`src/rtl/float16_pkg.sv`:
```
// rtl/float16_pkg.sv - shared float16 field widths, unpacked word type and converter states
package float16_pkg;

    localparam int EXP_W    = 5;
    localparam int MANT_W   = 10;
    localparam int FRAC_BW  = MANT_W + 1;
    localparam int EXP_BIAS = 15;
    localparam int SHIFT_W  = 16;

    typedef struct packed {
        logic               sign;
        logic [EXP_W-1:0]   exp;
        logic [FRAC_BW-1:0] frac;
    } float16_t;

    typedef enum logic [1:0] {
        IDLE,
        SHIFT,
        OUT
    } state_e;

endpackage

```
`src/rtl/float16_unpack.sv`:
```
// rtl/float16_unpack.sv - splits a float16 word into fields, zero flag and signed fixed-point shift
module float16_unpack
    import float16_pkg::*;
#(
    parameter int FRAC_W = 8
) (
    input  logic [15:0]               data_i,
    output float16_t                  fields_o,
    output logic                      zero_o,
    output logic signed [SHIFT_W-1:0] shift_o
);

    logic signed [SHIFT_W-1:0] exp_s;

    assign fields_o.sign = data_i[15];
    assign fields_o.exp  = data_i[14:10];
    // No denormals: the hidden one is present for every exponent value.
    assign fields_o.frac = {1'b1, data_i[9:0]};
    assign zero_o        = (data_i[14:0] == 15'd0);

    assign exp_s   = SHIFT_W'(data_i[14:10]);
    assign shift_o = exp_s - SHIFT_W'(EXP_BIAS + MANT_W - FRAC_W);

endmodule

```
`src/rtl/float_to_fixed.sv`:
```
// rtl/float_to_fixed.sv - float16 to signed Q(INT_W.FRAC_W) with a one-bit-per-cycle shifter
module float_to_fixed
    import float16_pkg::*;
#(
    parameter int INT_W  = 8,
    parameter int FRAC_W = 8
) (
    input  logic                     clk,
    input  logic                     reset,
    input  logic                     in_valid,
    output logic                     in_ready,
    input  logic [15:0]              in_data,
    output logic                     out_valid,
    input  logic                     out_ready,
    output logic [INT_W+FRAC_W-1:0]  out_data,
    output logic                     out_ovf
);

    localparam int W       = INT_W + FRAC_W;
    localparam int CNT_MAX = (11 > W - 11) ? 11 : W - 11;
    localparam int CNT_W   = $clog2(CNT_MAX) + 1;
    // s >= W-11 expressed on the raw exponent.
    localparam int OVF_EXP = EXP_BIAS + MANT_W - FRAC_W + W - 11;
    localparam logic signed [SHIFT_W-1:0] UNF_S = SHIFT_W'(-11);

    float16_t                  fields;
    logic                      zero;
    logic signed [SHIFT_W-1:0] shift;
    logic [SHIFT_W-1:0]        shift_abs;
    logic                      is_ovf;
    logic                      is_unf;
    logic [W-1:0]              frac_ext;
    logic [W-1:0]              mag_shift;

    state_e         state_q, state_d;
    logic [W-1:0]   mag_q, mag_d;
    logic [CNT_W-1:0] cnt_q, cnt_d;
    logic           left_q, left_d;
    logic           sign_q, sign_d;
    logic [W-1:0]   out_data_q, out_data_d;
    logic           out_ovf_q, out_ovf_d;

    float16_unpack #(.FRAC_W(FRAC_W)) u_unpack (
        .data_i   (in_data),
        .fields_o (fields),
        .zero_o   (zero),
        .shift_o  (shift)
    );

    assign shift_abs = shift[SHIFT_W-1] ? -shift : shift;
    assign is_ovf    = (int'(fields.exp) >= OVF_EXP);
    assign is_unf    = (shift <= UNF_S);
    assign frac_ext  = W'(fields.frac);
    assign mag_shift = left_q ? (mag_q << 1) : (mag_q >> 1);

    assign in_ready  = (state_q == IDLE);
    assign out_valid = (state_q == OUT);
    assign out_data  = out_data_q;
    assign out_ovf   = out_ovf_q;

    always_comb begin
        state_d    = state_q;
        mag_d      = mag_q;
        cnt_d      = cnt_q;
        left_d     = left_q;
        sign_d     = sign_q;
        out_data_d = out_data_q;
        out_ovf_d  = out_ovf_q;
        case (state_q)
            IDLE: begin
                if (in_valid) begin
                    if (zero || is_unf) begin
                        out_data_d = '0;
                        out_ovf_d  = 1'b0;
                        state_d    = OUT;
                    end else if (is_ovf) begin
                        out_data_d = fields.sign ? {1'b1, {(W-1){1'b0}}} : {1'b0, {(W-1){1'b1}}};
                        out_ovf_d  = 1'b1;
                        state_d    = OUT;
                    end else if (shift == '0) begin
                        out_data_d = fields.sign ? -frac_ext : frac_ext;
                        out_ovf_d  = 1'b0;
                        state_d    = OUT;
                    end else begin
                        mag_d   = frac_ext;
                        cnt_d   = shift_abs[CNT_W-1:0];
                        left_d  = ~shift[SHIFT_W-1];
                        sign_d  = fields.sign;
                        state_d = SHIFT;
                    end
                end
            end
            SHIFT: begin
                mag_d = mag_shift;
                cnt_d = cnt_q - CNT_W'(1);
                // The final shift and the sign application share one edge.
                if (cnt_q <= CNT_W'(1)) begin
                    out_data_d = sign_q ? -mag_shift : mag_shift;
                    out_ovf_d  = 1'b0;
                    state_d    = OUT;
                end
            end
            OUT: begin
                if (out_ready) begin
                    state_d = IDLE;
                end
            end
            default: state_d = IDLE;
        endcase
    end

    always_ff @(posedge clk) begin
        if (reset) begin
            state_q    <= IDLE;
            mag_q      <= '0;
            cnt_q      <= '0;
            left_q     <= 1'b0;
            sign_q     <= 1'b0;
            out_data_q <= '0;
            out_ovf_q  <= 1'b0;
        end else begin
            state_q    <= state_d;
            mag_q      <= mag_d;
            cnt_q      <= cnt_d;
            left_q     <= left_d;
            sign_q     <= sign_d;
            out_data_q <= out_data_d;
            out_ovf_q  <= out_ovf_d;
        end
    end

endmodule

```
`config.mk`:
```
export PLATFORM = sky130hd
export DESIGN_NAME = float_to_fixed
export DESIGN_NICKNAME = d
export VERILOG_FILES = /design/src/rtl/float16_pkg.sv /design/src/rtl/float16_unpack.sv /design/src/rtl/float_to_fixed.sv
export SDC_FILE = /design/constraint.sdc
export NUM_CORES = 1
export LEC_CHECK = 0
export CELL_PAD_IN_SITES_DETAIL_PLACEMENT = 1
export CELL_PAD_IN_SITES_GLOBAL_PLACEMENT = 1
export CORE_UTILIZATION = 46
export CTS_BUF_LIST = sky130_fd_sc_hd__clkbuf_4 sky130_fd_sc_hd__clkbuf_8
export DETAILED_ROUTE_END_ITERATION = 6
export GPL_TIMING_DRIVEN = 1
export HOLD_SLACK_MARGIN = 0.03
export MAX_ROUTING_LAYER = met4
export PLACE_DENSITY = 0.95
export SLEW_MARGIN = 25
export SYNTH_ARGS = -nofsm -noshare
export SYNTH_HDL_FRONTEND = slang
export SYNTH_SLANG_ARGS = --single-unit
export TNS_END_PERCENT = 50
```
`constraint.sdc`:
```
create_clock -name clk -period 3.95 [get_ports clk]
set_input_delay 0.5925 -clock clk [delete_from_list [all_inputs] [get_ports clk]]
set_output_delay 0.5925 -clock clk [all_outputs]
set_load 0.02 [all_outputs]
```
## Word-level counts from Yosys, hierarchy flattened

Cells that the tools add are included.

| storage, ports and cells | value |
|---|---|
| register bits | 42 |
| bits in writable memories | 0 |
| output and inout bits | 19 |
| logic and storage cells | 71 |
| input bits | 20 |
| bits in latches | 0 |
| bits in read-only memories | 0 |
| memories kept | 0 |

| operators by class | value |
|---|---|
| magnitude comparators | 3 |
| div/mod/pow operators | 0 |
| bitwise operators | 4 |
| add/subtract/negate cells | 5 |
| reductions and logical operators | 9 |
| muxes and demuxes | 34 |
| $mul | 0 |
| shift-type cells | 0 |
| equal/unequal tests | 9 |

Operators by type and width:

| operator | number |
|---|---|
| $mux W16 | 13 |
| $pmux W16 S2 | 2 |
| $mux W5 | 5 |
| $logic_not A16 Y1 | 1 |
| $neg A11 Y16 | 1 |
| $neg A16 Y16 | 1 |
| $logic_not A15 Y1 | 1 |
| $mux W2 | 6 |
| $ne A2 B2 Y1 const B | 5 |
| $pmux W5 S2 | 1 |
| $reduce_and A5 Y1 | 2 |
| $le A6 B5 Y1 const B | 1 |
| $pmux W2 S3 | 1 |
| $sub A5 B5 Y6 const B | 1 |
| $ge A5 B5 Y1 const B | 1 |
| $le A5 B1 Y1 const B | 1 |
| $mux W1 | 5 |
| $neg A5 Y5 | 1 |
| $sub A5 B1 Y5 const B | 1 |
| $ne A4 B1 Y1 const B | 1 |
| $not A1 Y1 | 4 |
| $reduce_and A4 Y1 | 1 |
| $reduce_and A3 Y1 | 1 |
| $eq A2 B1 Y1 const B | 1 |
| 6 further kinds | 6 |

## Longest topological paths before layout

| logic depth | value |
|---|---|
| depth after elaboration | 8 |
| gate-level depth with buffers | 10 |
| gate-level depth less buffers | 8 |

## By module

Synthesis repeated with hierarchy kept, for this count alone.

| second synthesis, totals | value |
|---|---|
| cell total of the unflattened synthesis | 455 |
| area total of the unflattened synthesis | 3355.7 µm² |

By module, submodules not included:

| module | seq. area each (µm²) | area each (µm²) | cells an instance | times used |
|---|---|---|---|---|
| float_to_fixed | 840.8 | 3031.7 | 411 | 1 |
| float16_unpack | 0.0 | 324.1 | 44 | 1 |

## Worst setup path before layout

OpenSTA, ideal clock, no wires.

| timing path | value |
|---|---|
| path kind | input to register |
| start | input in_data[10] |
| end | register out_data_q[6] (netlist: out_data[6]) |
| library setup time | 91 ps |
| data required time | 3859 ps |
| stages on the path | 9 |
| arrival time | 2454 ps |
| buffers on the path | 2 |
| setup slack | 1405 ps |
| cell sequence | inv_1 -> ha_1 -> nor3b_1 -> xnor2_1 -> o32ai_4 -> o41a_1 -> buf_4 -> buf_2 -> a311oi_1 |

| between the ends | value |
|---|---|
| word-level cells in the longest chain between the ends | 6 |
| elaborated cells between the ends (all ways) | 12 |
| those cells by class | 1 x add/sub; 2 x order compare; 1 x eq/ne; 4 x mux; 4 x reduce/logical |

RTL lines:

| item | line | source |
|---|---|---|
| start, declared | float_to_fixed.sv:12 | `input logic [15:0] in_data,` |
| $sub A5 B5 Y6 | float16_unpack.sv:22 | `assign shift_o = exp_s - SHIFT_W'(EXP_BIAS + MANT_W - FRAC_W);` |
| $le A6 B5 Y1 | float_to_fixed.sv:52 | `assign is_unf = (shift <= UNF_S);` |
| $logic_or A1 B1 Y1 | float_to_fixed.sv:72 | `if (zero \|\| is_unf) begin` |
| $mux W16 | float_to_fixed.sv:72 |  |
| $mux W16 | float_to_fixed.sv:71 | `if (in_valid) begin` |
| $pmux W16 S2 | float_to_fixed.sv:69 | `case (state_q)` |
| end signal, assigned | float_to_fixed.sv:127 | `out_data_q <= out_data_d;` |
| end, declared | float_to_fixed.sv:40 | `logic [W-1:0] out_data_q, out_data_d;` |

Several ways; a longest one is shown, not always the timed one. The select of a mux whose other input is x is not followed.
A chain may end at the register's enable or synchronous reset.

## Final worst setup path

| timing path | value |
|---|---|
| start | input in_data[10] |
| end | register out_data_q[9] (netlist: out_data[9]) |

Same word-level chain as after synthesis.

==> results.py <==
metrics = {
    "run_status": {
        "outcome": "completed",
    },
    "sta": {
        "timing.max_slew.rel_slack_pct": 52.3,
        "timing.final.setup_violations": 0,
        "rsz0062_at_grt": "false",
        "setup-tns-final_ns": 0,
        "period_needed_ns": 3.34,
        "final.hold.worst_slack_ns": 0.479,
        "report.final.slew_viol_count": 0,
        "worst_slack_ns": 0.609,
        "final_hold_viol_count": 0,
        "min_period_over_period_pct": 84.6,
        "maximum_clock_skew_at_final_layout_ns": 0.00917,
        "fmax_mhz": 299,
        "actual_slew_at_the_worst_max_slew_pin_ns": 0.714,
    },
    "cts": {
        "cts_tree": "built",
        "worst_skew_pair.late_latency_ns": 0.30,
        "clock_tree.buffer_depth": 2,
        "cts_inserted_buffers": 5,
        "cts_hold_buf": 0,
        "postCtsResizedCells": 0,
        "cts_root_buf": "sky130_fd_sc_hd__clkbuf_8",
        "numClockSinks": 42,
        "cts_htree_levels": 2,
        "number_of_post_cts_setup_repair_buffers": 0,
        "clkTransAtPathRegs_ns": 0.09,
    },
    "synthesis": {
        "synth_sequential_area_ratio_pct": 28.4,
        "number_of_distinct_library_cells_after_synthesis": 52,
        "syn_avg_cell_area_sq_um": 7.93,
        "synth-async-reset-ratio_pct": 0,
        "number_of_enable_flip_flop_cells_after_synthesis": 0,
        "synth_nets": 401,
        "postSynth.topFlopCell": "sky130_fd_sc_hd__dfxtp_1",
        "synth_top_area_share_pct": 28.4,
        "post-synth-top-count-cell": "sky130_fd_sc_hd__nor2_1",
        "synth_warnings": 0,
        "netlist_area_pre_place_sq_um": 2970,
        "yosys.area.top_type": "sky130_fd_sc_hd__dfxtp_1",
        "synthTopCellsByArea": "sky130_fd_sc_hd__dfxtp_1 (28%), sky130_fd_sc_hd__nor2_1 (7.5%), sky130_fd_sc_hd__xnor2_1 (5.0%)",
        "post_synth_inst_count": 374,
        "synth_common_cells": "sky130_fd_sc_hd__nor2_1 (59), sky130_fd_sc_hd__dfxtp_1 (42), sky130_fd_sc_hd__nand2_1 (27), sky130_fd_sc_hd__o21ai_0 (22), sky130_fd_sc_hd__a21oi_1 (21)",
        "synth_seq_cells": 42,
    },
    "finish": {
        "layout.nets": 426,
        "antenna_cells": 0,
        "final_core_util_pct": 56.7,
        "layout-drive-gt1-share_pct": 6.77,
        "layout_cell_area_excl_fill_sq_um": 3440,
        "nFillCells": 747,
        "areaGrowthSynthToFinish_pct": 15.9,
    },
    "drt": {
        "detail-route-antenna-nets": 0,
        "routed_wirelength_mm": 8.80,
        "detailroute.wirelength.met2_mm": 4.24,
        "met3_wirelength_um": 575,
        "route.layer.met1.wl_mm": 3.89,
        "maxUsedRoutingLayer": "met4",
        "detail_route.vias_per_cell": 6.13,
        "drt_iter0_markers": 161,
        "detail_route.wl_per_cell_um": 18.6,
        "vias": 2907,
        "drt_pass1_iterations": 4,
        "drc_errors": 0,
    },
    "global_route": {
        "grt_antenna_before_repair": 0,
        "first_global_vias": 2913,
        "largest_net_degree_at_the_start_of_global_routing": 30,
        "grt_use_total_pct": 28.8,
        "grt_pass1_wl_mm": 14.4,
        "overflow_left_after_global_routing": 0,
    },
    "die": {
        "core.rowCount": 28,
        "die_area_sq_um": 6770,
        "start_util_pct": 48.9,
        "placeableCoreArea_sq_um": 6060,
        "design.portCount": 39,
        "die_y_um": 82.3,
        "width_of_the_die_um": 82.3,
    },
    "critical_path": {
        "path_max_fanout": 29,
        "worst-endpoint-required_ns": 4.16,
        "rrSetupSlack_ns": 0.98,
        "critical_path.startpoint_type": "input port",
        "critical_path.reg2reg.endpoint": "out_data[15]",
        "rr_startpoint": "left_q",
        "category_of_the_worst_setup_path_capture_point": "flop",
        "worstSetupPathType": "in -> reg",
        "ff2ff_path_depth": 7,
        "cp_data_arrival_time_ns": 3.56,
    },
    "placed_design": {
        "post-dp-hpwl_mm": 6.51,
        "placement.io_buffers": 38,
        "globalplace.congestion": 0.862,
        "placement.cell_area_sq_um": 3360,
        "dp_slack_ns": 0.334,
    },
    "power": {
        "total_leakage_power_nw": 1.14,
        "vdd_ir_drop_max_v": 0.000197,
        "power_per_cell_area_nw_per_um2": 429,
    },
    "flow_run": {
        "maxCapViolCount": 0,
    },
    "hold_path": {
        "worst_hold_path.num_cells": 2,
        "min_delay_worst_endpoint": "out_ovf",
        "worstHoldPathType": "reg -> reg",
        "hold_start": "out_ovf",
    },
}
## per-layer routing
layer	vias to the layer above	track usage, %
li1	1412	-
met2	88	49.3
met1	1396	35.3
met5	-	-
met4	0	7.37
met3	11	4.40
## layout make-up
class | instances | area (sq um) | area share (%)
multi-input cells | 296 | 1960 | 57.0
flip-flops and latches | 42 | 841 | 24.5
repair buffers | 44 | 425 | 12.4
well taps | 75 | 93.8 | 2.73
clock buffers | 5 | 68.8 | 2.00
inverters | 10 | 37.5 | 1.09
clock inverters | 2 | 10.0 | 0.291
## worst max-delay path: stages
cell                              delay [ns]
sky130_fd_sc_hd__clkdlybuf4s50_1        0.67
sky130_fd_sc_hd__inv_1                  0.18
sky130_fd_sc_hd__ha_1                   0.29
sky130_fd_sc_hd__xnor2_1                0.35
sky130_fd_sc_hd__o32ai_2                0.15
sky130_fd_sc_hd__o32ai_4                0.47
sky130_fd_sc_hd__o41a_1                 0.21
sky130_fd_sc_hd__buf_4                  0.30
sky130_fd_sc_hd__nor2_1                 0.08
sky130_fd_sc_hd__a311oi_1               0.25
## worst max path at each step
stage / from / endpoint / slack, ns / depth (start not counted)
finish: in_data[10] / out_data[9] / 0.61 / 10
global route: in_data[10] / out_data[3] / 0.34 / 10
CTS: in_data[10] / out_data[11] / 0.62 / 10
detailed placement: in_data[10] / out_data[2] / 0.33 / 10
global placement: in_data[10] / out_data[5] / 0.51 / 10
floorplan: in_data[10] / out_data[6] / 1.40 / 9
## cell families after synthesis
group / after synthesis / synth area share (%)
AOI/OAI and AO/OA: 119 / 28.9
muxes: 15 / 5.23
DFF: 42 / 28.4
buffers and inverters: 36 / 5.65
and+or+nand+nor: 127 / 20.6
adders and majority gates: 7 / 2.95
xor gates and xnor gates: 28 / 8.27
## report_power, final
group / internal, W / leakage (nW) / total, W / switching [W]
registers: 0.000488 / 0.344 / 0.000559 / 0.0000705
logic: 0.000267 / 0.757 / 0.000641 / 0.000374
clock network: 0.000119 / 0.0438 / 0.000273 / 0.000154
total: 0.000874 / 1.14 / 0.00147 / 0.000599
## metrics by stage
step | power, W | std cells
floorplan | 0.000987 | 374
global placement | 0.00117 | 467
detailed placement | 0.00120 | 467
CTS | 0.00148 | 474
global route | 0.00156 | 474
finish | 0.00147 | 474
## registers in the layout (all words and copies together) (netlist names)
register / cells
sign_q: 1
out_data: 16
left_q: 1
state_q: 2
out_ovf: 1
cnt_q: 5
mag_q: 16
## layout by cell type, fill, tap and decap left out, types with 2 or more instances in the layout
cell	count
sky130_fd_sc_hd__nor2_1	59
sky130_fd_sc_hd__dfxtp_1	42
sky130_fd_sc_hd__clkdlybuf4s50_1	38
sky130_fd_sc_hd__nand2_1	27
sky130_fd_sc_hd__o21ai_0	22
sky130_fd_sc_hd__a21oi_1	21
sky130_fd_sc_hd__xnor2_1	17
sky130_fd_sc_hd__a211oi_1	13
sky130_fd_sc_hd__mux2i_1	11
sky130_fd_sc_hd__xor2_1	11
sky130_fd_sc_hd__a22oi_1	11
sky130_fd_sc_hd__inv_1	10
sky130_fd_sc_hd__o2bb2ai_1	10
sky130_fd_sc_hd__nor3_1	8
sky130_fd_sc_hd__a311oi_1	7
sky130_fd_sc_hd__ha_1	7
sky130_fd_sc_hd__o31ai_1	6
sky130_fd_sc_hd__o41ai_1	6
sky130_fd_sc_hd__buf_4	6
sky130_fd_sc_hd__nand2b_1	5
sky130_fd_sc_hd__nor3b_1	5
sky130_fd_sc_hd__or3_1	5
sky130_fd_sc_hd__clkbuf_8	5
sky130_fd_sc_hd__mux2_2	4
sky130_fd_sc_hd__nor2b_1	3
sky130_fd_sc_hd__or2_2	3
sky130_fd_sc_hd__o211ai_1	3
sky130_fd_sc_hd__a31oi_1	3
sky130_fd_sc_hd__nor4_4	2
sky130_fd_sc_hd__o31a_1	2
sky130_fd_sc_hd__nand3b_1	2
sky130_fd_sc_hd__a221oi_1	2
sky130_fd_sc_hd__nor4_1	2
sky130_fd_sc_hd__o221ai_1	2
sky130_fd_sc_hd__clkinv_2	2
Note: power is estimated with default switching activity, not from simulation.
